===== config.mk =====
export PLATFORM = sky130hd
export DESIGN_NAME = seq_restoring_divider
export DESIGN_NICKNAME = d
export VERILOG_FILES = /design/src/rtl/seq_restoring_divider.sv
export SDC_FILE = /design/constraint.sdc
export NUM_CORES = 1
export LEC_CHECK = 0
export BUFFER_PORTS_ARGS = -buffer_cell sky130_fd_sc_hd__buf_4
export CORE_UTILIZATION = 50
export CTS_CLUSTER_SIZE = 28
export DETAILED_ROUTE_END_ITERATION = 8
export HOLD_SLACK_MARGIN = 0.06
export PLACE_DENSITY = 0.84
export SLEW_MARGIN = 40
export SYNTH_ARGS = -nofsm -noshare
export SYNTH_HDL_FRONTEND = slang
export SYNTH_SLANG_ARGS = --single-unit

===== constraint.sdc =====
create_clock -name clk -period 4.2 [get_ports clk]
set_input_delay 0.21 -clock clk [delete_from_list [all_inputs] [get_ports clk]]
set_output_delay 0.21 -clock clk [all_outputs]
set_load 0.02 [all_outputs]

===== src/rtl/seq_restoring_divider.sv =====
// Sequential radix-2 restoring unsigned divider: Q = A / B, R = A % B.
// Accepts one request at a time through a valid/ready port, resolves one
// quotient bit per clock, and presents the result on a valid/ready port.
// A zero divisor skips the iteration and returns Q = all-ones, R = A,
// with div_by_zero raised.
module seq_restoring_divider #(
    parameter int unsigned WIDTH = 4
) (
    input  logic             clk,
    input  logic             rst_n,
    input  logic             in_valid,
    output logic             in_ready,
    input  logic [WIDTH-1:0] A,
    input  logic [WIDTH-1:0] B,
    output logic             out_valid,
    input  logic             out_ready,
    output logic [WIDTH-1:0] Q,
    output logic [WIDTH-1:0] R,
    output logic             div_by_zero
);

    // Iteration counter width; derived from WIDTH, not meant to be overridden.
    localparam int unsigned CW = $clog2(WIDTH + 1);

    typedef enum logic [1:0] {
        S_IDLE,
        S_CALC,
        S_DONE
    } state_e;

    state_e           state_q, state_d;

    logic [WIDTH-1:0] b_q,   b_d;     // latched divisor
    logic [WIDTH-1:0] q_q,   q_d;     // dividend shifting out / quotient shifting in
    logic [WIDTH:0]   rem_q, rem_d;   // partial remainder, one guard bit wide
    logic [CW-1:0]    cnt_q, cnt_d;   // remaining iteration steps
    logic             dbz_q, dbz_d;   // divide-by-zero flag held with the result

    logic             accept;
    logic [WIDTH:0]   shifted;        // partial remainder with next dividend bit
    logic [WIDTH:0]   trial;          // shifted minus divisor, sign in MSB
    logic             last_step;

    // The stored remainder is always below the divisor, so its guard bit
    // never carries information into the next step.
    logic             rem_msb_unused;
    assign rem_msb_unused = rem_q[WIDTH];

    assign accept    = in_valid & in_ready;
    assign shifted   = {rem_q[WIDTH-1:0], q_q[WIDTH-1]};
    assign trial     = shifted - {1'b0, b_q};
    assign last_step = (cnt_q == CW'(1));

    // State register.
    always_ff @(posedge clk or negedge rst_n) begin
        if (!rst_n) begin
            state_q <= S_IDLE;
        end else begin
            state_q <= state_d;
        end
    end

    // Next-state logic: zero divisor bypasses CALC, CALC runs WIDTH steps.
    always_comb begin
        state_d = state_q;
        unique case (state_q)
            S_IDLE: begin
                if (accept) begin
                    state_d = (B == '0) ? S_DONE : S_CALC;
                end
            end
            S_CALC: begin
                if (last_step) begin
                    state_d = S_DONE;
                end
            end
            S_DONE: begin
                if (out_ready) begin
                    state_d = S_IDLE;
                end
            end
            default: state_d = S_IDLE;
        endcase
    end

    // Output logic: handshake flags from state, result straight from registers.
    always_comb begin
        in_ready    = (state_q == S_IDLE);
        out_valid   = (state_q == S_DONE);
        Q           = q_q;
        R           = rem_q[WIDTH-1:0];
        div_by_zero = dbz_q;
    end

    // Datapath next-state: load on accept, one restoring step per CALC cycle.
    always_comb begin
        b_d   = b_q;
        q_d   = q_q;
        rem_d = rem_q;
        cnt_d = cnt_q;
        dbz_d = dbz_q;
        unique case (state_q)
            S_IDLE: begin
                if (accept) begin
                    b_d   = B;
                    cnt_d = CW'(WIDTH);
                    if (B == '0) begin
                        q_d   = '1;
                        rem_d = {1'b0, A};
                        dbz_d = 1'b1;
                    end else begin
                        q_d   = A;
                        rem_d = '0;
                        dbz_d = 1'b0;
                    end
                end
            end
            S_CALC: begin
                // Negative trial difference means the divisor does not fit:
                // keep the shifted remainder and shift in a 0 quotient bit.
                if (trial[WIDTH]) begin
                    rem_d = shifted;
                    q_d   = {q_q[WIDTH-2:0], 1'b0};
                end else begin
                    rem_d = trial;
                    q_d   = {q_q[WIDTH-2:0], 1'b1};
                end
                cnt_d = cnt_q - CW'(1);
            end
            S_DONE: begin
                // Q and R stay put after the handshake; only the flag clears.
                if (out_ready) begin
                    dbz_d = 1'b0;
                end
            end
            default: begin
                dbz_d = 1'b0;
            end
        endcase
    end

    // Datapath registers.
    always_ff @(posedge clk or negedge rst_n) begin
        if (!rst_n) begin
            b_q   <= '0;
            q_q   <= '0;
            rem_q <= '0;
            cnt_q <= '0;
            dbz_q <= 1'b0;
        end else begin
            b_q   <= b_d;
            q_q   <= q_d;
            rem_q <= rem_d;
            cnt_q <= cnt_d;
            dbz_q <= dbz_d;
        end
    end

endmodule


==> results.yml, run 1 <==
timing:
  tns_ns: 0
  drv_slew: 0
  postLayoutSetupSlackWorst_ns: 1.91
  hold_violations: 0
  hold_slack_ns: 0.148
  finClkSkew_ns: 0.00531
  setup_viol: 0
  timing.final.crit_share: 0.545
  worst_slew_pin_slew_ns: 0.600
  maxSlewHeadroom: 0.599
  max_freq_ghz: 0.437
  min_period_ns: 2.29
  grt_setup_unrepaired: "no"
power_and_ir_drop:
  pwr_density_cell_mw_per_mm2: 828
  peakVddDrop_mv: 0.446
  cellLeakagePower_nw: 0.612
  power_w: 0.00109
synthesis:
  ys.flop_type: "dfrtp_1"
  postSynthAreaPerCell_sq_um: 9.23
  synth.distinct_cells: 35
  yosysSeqAreaShare: 0.403
  ys_warn_count: 0
  synth_area_sq_mm: 0.00112
  ys_seq_elements: 18
  async_flop_share: 1.00
  synth_edf_count: 0
  synth_nets: 140
  netlist_instances: 121
global_route:
  antenna_found_initial: 0
  grt_overflow: 0
  track_usage: 0.233
  grt_pass1_vias: 923
  grt_pass1_wl_microns: 4240
  grt_max_degree: 19
cts:
  path_clk_slew_ns: 0.10
  cts_buffers: 3
  holdBufCountCts: 1
  root_buffer: "clkbuf_4"
  cts_tree: "built"
  numClockSinks: 18
  cts_setup_buffers: 0
  cts.path.max_buffers: 2
  clock_latency_ns: 0.30
  post_cts_resized: 0
  cts_htree_levels: 1
worst_setup_path:
  cp.buffers_inverters: 1
  cpMaxStageDelayCell: "dfrtp_1"
  crit_chain: "inv_1, ha_1, fa_1, nand2b_1, a21oi_2, xnor2_2, mux2i_1, a221o_1"
  slowest_delay_ns: 0.42
  crit_arrival_ns: 2.48
  end_kind: "flip-flop"
  cp_top_family: "adder cells"
  critPathMaxFanout: 6
  critPathRequiredTime_ns: 4.39
  worstSetupPathType: "reg2reg"
  start_kind: "flip-flop"
drt:
  routedWlPerCell_microns: 14.0
  drtAntennaViolNets: 0
  num_vias: 950
  drc: 0
  viasPerCell: 5.62
  drt_iter0_drc: 21
  drt_first_pass_iters: 4
  drt_wl_total_microns: 2370
place:
  place_congestion: 0.825
  place_ws_ns: 1.95
  dpl.hpwl_microns: 1790
  portBuffers: 22
  dp.cells: 165
floorplanning:
  num_rows: 16
  fp.coreArea_sq_mm: 0.00202
  io-pin-count: 23
  start_util: 0.553
  die-area_sq_mm: 0.00243
  die_width_microns: 49.3
  die_h_microns: 49.3
finish:
  diodes: 0
  nNetsFinal: 163
  area_growth_pct: 17.6
  fin_cells: 169
  final_layout_size_suffix_gt1_frac: 0.211
outcome:
  status: "finished clean"
worst_hold_path:
  hold_class: "in2reg"
flow_run:
  max-cap-violations: 0
[where the power goes]
group	internal [W]	total [W]	switching (W)
Sequential	0.000254	0.000341	0.0000870
Clock	0.0000334	0.0000874	0.0000540
Combinational	0.000291	0.000659	0.000368
Total	0.000578	0.00109	0.000509
[layout by cell type, fill, tap and decap left out, drive strengths merged]
cell type and count:
buf 22, dfrtp 18, nor2 13, inv 9
nand2 8, o21ai 8, a21oi 7, nor2b 6
ha 6, nand2b 5, o31ai 5, nand3 4
nor3 4, a31oi 3, clkbuf 3, a21o 2
xor2 2, and3 2, xnor2 1, o21bai 1
nor4 1, nand3b 1, and3b 1, o32ai 1
or3 1, mux2i 1, a221o 1, a211o 1
o31a 1, o22ai 1, mux2 1, fa 1
dlygate4sd3 1
[metrics by stage]
step           utilization  instance area (sq um)
2_1_floorplan            -                   1120
3_3_place_gp         0.632                   1280
3_5_place_dp         0.632                   1280
4_1_cts              0.648                   1310
5_1_grt              0.650                   1310
6_report             0.650                   1310
[per-layer routing]
layer,up-vias,GRT usage,share of wire
li1,463,-,-
met1,456,0.297,0.45
met2,24,0.381,0.50
met3,7,0.0374,0.029
met4,0,0.108,0.024
met5,-,0,0
[state kept, by name, indices dropped and copies added (netlist names)]
name	count
b_q	4
rem_q	4
div_by_zero	1
cnt_q	3
Q	4
state_q	2
[path summary, 6_finish.rpt]
| check | from | end | slack [ns] | cells past startpoint |
|---|---|---|---|---|
| setup / recovery | Q[3] | rem_q[1] | 1.91 | 8 |
| hold / removal | B[3] | b_q[3] | 0.15 | 3 |
| setup reg to reg | Q[3] | rem_q[1] | 1.91 | 8 |
| hold reg to reg | Q[0] | Q[0] | 0.52 | 1 |
| max in group asynchronous | rst_n | b_q[2] | 3.69 | 2 |
| min in group asynchronous | rst_n | rem_q[3] | 0.31 | 2 |
[cell families after synthesis]
| logic type | count (synthesis) | share of synthesized area |
|---|---|---|
| and+or+nand+nor | 46 | 0.218 |
| AOI/OAI and AO/OA | 31 | 0.179 |
| DFF | 18 | 0.403 |
| buffers and inverters | 14 | 0.0649 |
| adders and majority gates | 7 | 0.0851 |
| xor gates and xnor gates | 3 | 0.0302 |
| muxes | 2 | 0.0190 |
[area by class of cell]
class	count	area, sq um
fillers	165	708
multi-input cells	89	598
flip-flops and latches	18	450
repair buffers	23	175
inverters	9	33.8
well taps	27	33.8
clock buffers	3	22.5
[Yosys cell counts (all sizes together) (2+ instances only)]
| library cell | count | area share |
|---|---|---|
| dfrtp | 18 | 0.40 |
| a21o | 2 | 0.013 |
| o31ai | 5 | 0.034 |
| nor3 | 4 | 0.018 |
| and3 | 2 | 0.011 |
| a21oi | 7 | 0.035 |
| ha | 6 | 0.067 |
| nand3 | 4 | 0.018 |
| nand2b | 5 | 0.028 |
| buf | 4 | 0.031 |
| xor2 | 2 | 0.016 |
| nor2 | 13 | 0.044 |
| nor2b | 6 | 0.034 |
| a31oi | 3 | 0.017 |
| nand2 | 8 | 0.027 |
| o21ai | 8 | 0.036 |
| inv | 9 | 0.030 |
[worst min-delay path, cell delays in order]
cell	delay, ns
buf_4	0.10
nand2_1	0.04
o21ai_0	0.06
No activity file was read; power rests on OpenSTA's default activity.
==> inputs of run 2 (changes only) <==
--- a/config.mk
+++ b/config.mk
@@ -6,7 +6,7 @@
 export NUM_CORES = 1
 export LEC_CHECK = 0
 export BUFFER_PORTS_ARGS = -buffer_cell sky130_fd_sc_hd__buf_4
-export CORE_UTILIZATION = 50
+export CORE_UTILIZATION = 48
 export CTS_CLUSTER_SIZE = 28
 export DETAILED_ROUTE_END_ITERATION = 8
 export HOLD_SLACK_MARGIN = 0.06
==> constraint.sdc (replaced) <==
create_clock -name clk -period 1.98 [get_ports clk]
set_input_delay 0.099 -clock clk [delete_from_list [all_inputs] [get_ports clk]]
set_output_delay 0.099 -clock clk [all_outputs]
set_load 0.02 [all_outputs]
==> results.yml, run 2 (synthesis results as in run 1) <==
outcome:
  status: "finished, violations left"
  violations: "setup timing"
global_route:
  antenna_found_initial: 0
  met2_usage: 0.387
  grt_use_met3: 0.0364
  busiest_layer: "met2"
  track_usage: 0.234
  grt_pass1_vias: 1011
  met1_usage: 0.288
  grt_overflow: 0
  grt_pass1_wl_microns: 4410
  grt_max_degree: 19
worst_hold_path:
  hold_class: "in2reg"
cts:
  path_clk_slew_ns: 0.11
  clock_latency_ns: 0.29
  cts.path.max_buffers: 2
  numClockSinks: 18
  cts_tree: "built"
  root_buffer: "clkbuf_4"
  cts_htree_levels: 1
  cts_buffers: 3
worst_setup_path:
  rrSetupSlack_ns: -0.02
  crit_arrival_ns: 2.22
  start_kind: "flip-flop"
  worstSetupStartpoint: "b_q[0]"
  r2r.worst_path.cells: 7
  worstSetupPathType: "reg2reg"
  end_kind: "flip-flop"
  cp-endpoint: "rem_q[2]"
  r2r-end: "rem_q[2]"
  critPathRequiredTime_ns: 2.19
  worstReg2RegStart: "b_q[0]"
  critPathMaxFanout: 4
floorplanning:
  start_util: 0.505
  fp.coreArea_sq_mm: 0.00221
  io-pin-count: 23
  die-area_sq_mm: 0.00252
  num_rows: 17
  die_width_microns: 50.2
  die_h_microns: 50.2
timing:
  tns_ns: -0.0224
  max_freq_ghz: 0.499
  worst_slew_pin_slew_ns: 0.559
  hold_slack_ns: 0.0795
  hold_violations: 0
  postLayoutSetupSlackWorst_ns: -0.0224
  drv_slew: 0
  timing.final.crit_share: 1.01
  finClkSkew_ns: 0.00679
  grt_setup_unrepaired: "yes"
  min_period_ns: 2.00
  maxSlewHeadroom: 0.624
  setup_viol: 1
place:
  place_congestion: 0.863
  place_ws_ns: -0.0366
  dpl.hpwl_microns: 1850
  portBuffers: 22
power_and_ir_drop:
  cellLeakagePower_nw: 0.690
  peakVddDrop_mv: 0.946
  pwr_density_cell_mw_per_mm2: 1890
finish:
  nNetsFinal: 176
  diodes: 0
  final_util: 0.679
  layout_commonest_cell: "buf_4"
  most-common-layout-cells: "31 x buf_4, 17 x dfrtp_1, 13 x nor2_1"
  area_growth_pct: 34.4
  final_layout_size_suffix_gt1_frac: 0.308
drt:
  drt_first_pass_iters: 4
  drtAntennaViolNets: 0
  drt_wl_total_microns: 2570
  num_vias: 1023
  routedWlPerCell_microns: 14.0
  drc: 0
  drt_iter0_drc: 34
  viasPerCell: 5.56
flow_run:
  max-cap-violations: 0
[run 2: worst min path at each step]
stage	startpoint	end	slack, ns	depth (start not counted)
2_1_floorplan	rst_n	Q[0]	-0.20	0
3_3_place_gp	rst_n	cnt_q[0]	-0.02	1
3_5_place_dp	rst_n	Q[2]	-0.02	1
4_1_cts	B[0]	b_q[0]	0.06	2
5_1_grt	B[0]	b_q[0]	0.06	2
6_report	B[0]	b_q[0]	0.08	2
[run 2: layout make-up]
cell class / instances / area, sq um
sequential: 18 / 452
inverter: 9 / 33.8
tap: 28 / 35.0
fill: 168 / 711
multi-input combinational: 89 / 661
timing repair buffer: 36 / 284
clock buffer: 4 / 36.3
[run 2: where the power goes]
| part | internal [W] | switching, W | total (W) |
|---|---|---|---|
| clock | 0.000112 | 0.000114 | 0.000226 |
| combinational | 0.000941 | 0.000950 | 0.00189 |
| sequential | 0.000540 | 0.000184 | 0.000724 |
| total | 0.00159 | 0.00125 | 0.00284 |
[run 2: worst max-delay path, cell delays in order, from the launching register on]
cell	delay (ns)
dfrtp_1	0.42
ha_4	0.18
fa_2	0.34
nand2b_4	0.16
a21oi_4	0.22
xnor2_4	0.12
or3_4	0.34
a31oi_1	0.16
[run 2: stage by stage]
step / instances / total power, W / instance area, sq um
global route: 184 / 0.00307 / 1500
detailed placement: 172 / 0.00231 / 1360
floorplan: 121 / 0.00185 / 1150
finish: 184 / 0.00284 / 1500
CTS: 183 / 0.00271 / 1470
global placement: 172 / 0.00223 / 1360
[run 2: per-layer routing]
| metal | part of all wire | wire length, microns |
|---|---|---|
| met1 | 0.40 | 1040 |
| met5 | 0 | 0 |
| met4 | 0.024 | 61 |
| met3 | 0.044 | 113 |
| met2 | 0.53 | 1360 |
[run 2: timing repair]
action,in CTS,in global routing
hold buffers,4,0
resized for setup,1,4
setup buffers,3,1
endpoints found under the setup margin,2,4
pin swaps,6,6
endpoints found under the hold margin,21,0
==> inputs of run 3 (changes only) <==
--- a/config.mk
+++ b/config.mk
@@ -6,11 +6,13 @@
 export NUM_CORES = 1
 export LEC_CHECK = 0
 export BUFFER_PORTS_ARGS = -buffer_cell sky130_fd_sc_hd__buf_4
-export CORE_UTILIZATION = 48
+export CORE_ASPECT_RATIO = 0.7
+export CORE_UTILIZATION = 50
+export CTS_BUF_LIST = sky130_fd_sc_hd__clkbuf_8
 export CTS_CLUSTER_SIZE = 28
 export DETAILED_ROUTE_END_ITERATION = 8
 export HOLD_SLACK_MARGIN = 0.06
-export PLACE_DENSITY = 0.84
+export PLACE_DENSITY = 0.87
 export SLEW_MARGIN = 40
 export SYNTH_ARGS = -nofsm -noshare
 export SYNTH_HDL_FRONTEND = slang
==> constraint.sdc (replaced) <==
create_clock -name clk -period 1.98 [get_ports clk]
set_input_delay 0.099 -clock clk [delete_from_list [all_inputs] [get_ports clk]]
set_output_delay 0.099 -clock clk [all_outputs]
set_load 0.01 [all_outputs]
==> results.yml, run 3 (synthesis results as in run 1) <==
floorplanning:
  die-area_sq_mm: 0.00243
  num_rows: 13
  io-pin-count: 23
  die_width_microns: 58.5
  start_util: 0.563
  die_h_microns: 41.6
  fp.coreArea_sq_mm: 0.00198
timing:
  worst_slew_pin_slew_ns: 0.580
  min_period_ns: 1.99
  timing.final.crit_share: 1.01
  grt_setup_unrepaired: "yes"
  finClkSkew_ns: 0.00205
  postLayoutSetupSlackWorst_ns: -0.0140
  maxSlewHeadroom: 0.611
  drv_slew: 0
  hold_violations: 0
  max_freq_ghz: 0.502
  setup_viol: 1
worst_setup_path:
  start_kind: "flip-flop"
  r2r.worst_path.cells: 7
  rrSetupSlack_ns: -0.01
  worstReg2RegStart: "b_q[0]"
  crit_arrival_ns: 2.14
  worstSetupPathType: "reg2reg"
  critPathMaxFanout: 4
  r2r-end: "rem_q[1]"
  critPathRequiredTime_ns: 2.12
  end_kind: "flip-flop"
finish:
  layout.filler_cells: 151
  fin_area_sq_mm: 0.00145
  final_layout_size_suffix_gt1_frac: 0.281
  diodes: 0
  nNetsFinal: 174
  layout_commonest_cell: "buf_4"
  most-common-layout-cells: "33 x buf_4, 18 x dfrtp_1, 13 x nor2_1"
  fin_cells: 183
  area_growth_pct: 29.5
power_and_ir_drop:
  power_w: 0.00272
  cellLeakagePower_nw: 0.677
  peakVddDrop_mv: 1.15
  pwr_density_cell_mw_per_mm2: 1880
cts:
  cts_htree_levels: 1
  path_clk_slew_ns: 0.07
  root_buffer: "clkbuf_8"
  numClockSinks: 18
  cts_tree: "built"
  cts_buffers: 3
  cts.path.max_buffers: 2
  clock_latency_ns: 0.26
global_route:
  grt_pass1_vias: 1044
  grt_overflow: 0
  grt_pass1_wl_microns: 4750
  antenna_found_initial: 0
  track_usage: 0.270
  grt_max_degree: 19
worst_hold_path:
  min_to: "b_q[1]"
  hold_class: "in2reg"
  whs_path_depth: 3
  min_from: "B[1]"
drt:
  routedWlPerCell_microns: 15.4
  num_vias: 1018
  drt_iter0_drc: 42
  drc: 0
  drt_first_pass_iters: 4
  drtAntennaViolNets: 0
  viasPerCell: 5.56
  drt_wl_total_microns: 2830
place:
  dp.cells: 177
  place_area_sq_mm: 0.00137
  dpl.hpwl_microns: 2190
  place_congestion: 0.847
  portBuffers: 22
outcome:
  status: "finished, violations left"
  violations: "setup timing"
flow_run:
  max-cap-violations: 0
run 3: final cells by class:
class / instances / area, sq um / share of cell area
repair buffers: 34 / 258 / 0.178
multi-input cells: 89 / 626 / 0.433
clock buffers: 3 / 41.3 / 0.0285
well taps: 30 / 37.5 / 0.0260
inverters: 9 / 33.8 / 0.0234
flip-flops and latches: 18 / 450 / 0.311
run 3: power breakdown:
part	switching (W)	internal, W
Clock	0.000123	0.000136
Combinational	0.000876	0.000874
Sequential	0.000176	0.000539
run 3: worst max path at each step:
stage / to / startpoint / slack, ns / depth (start not counted)
finish: rem_q[1] / b_q[0] / -0.01 / 7
global route: rem_q[1] / b_q[0] / -0.08 / 7
CTS: rem_q[1] / b_q[0] / 0.006 / 7
detailed placement: rem_q[1] / b_q[0] / -0.05 / 7
global placement: rem_q[1] / b_q[0] / 0.06 / 7
floorplan: rem_q[1] / Q[3] / -0.04 / 8
run 3: routing by layer:
metal  global-route usage  vias up  wire length, microns  part of all wire
li1                     -      486                     -                 -
met1                0.323      484                  1210              0.43
met2                0.460       37                  1380              0.49
met3               0.0779       11                   174             0.062
met4                0.100        0                    60             0.021
met5                    0        -                     0                 0
run 3: worst max-delay path: stages (launching register included):
cell and delay, ns:
dfrtp_1 0.39, ha_2 0.20, fa_2 0.34, nand2b_4 0.15, a21oi_4 0.21, xnor2_4 0.17
mux2i_1 0.12, a221o_1 0.30
run 3: what timing repair did:
item / 4_1_cts / 5_1_grt
endpoints found under the hold margin: 18 / 0
hold buffers: 1 / 0
endpoints found under the setup margin: 3 / 3
buffers inserted: 1 / 1
resized for setup: 1 / 0
pin swaps: 3 / 2
run 3: per-stage QoR:
stage	utilization	worst slack (ns)	hold WS, ns	TNS [ns]
after global placement	0.690	0.0582	-0.0182	0
after floorplan	-	-0.0427	-0.197	-0.0605
after detailed placement	0.690	-0.0545	-0.0187	-0.0717
after global routing	0.729	-0.0827	0.0806	-0.186
after CTS	0.725	0.00639	0.0741	0
final	0.729	-0.0140	0.0795	-0.0140
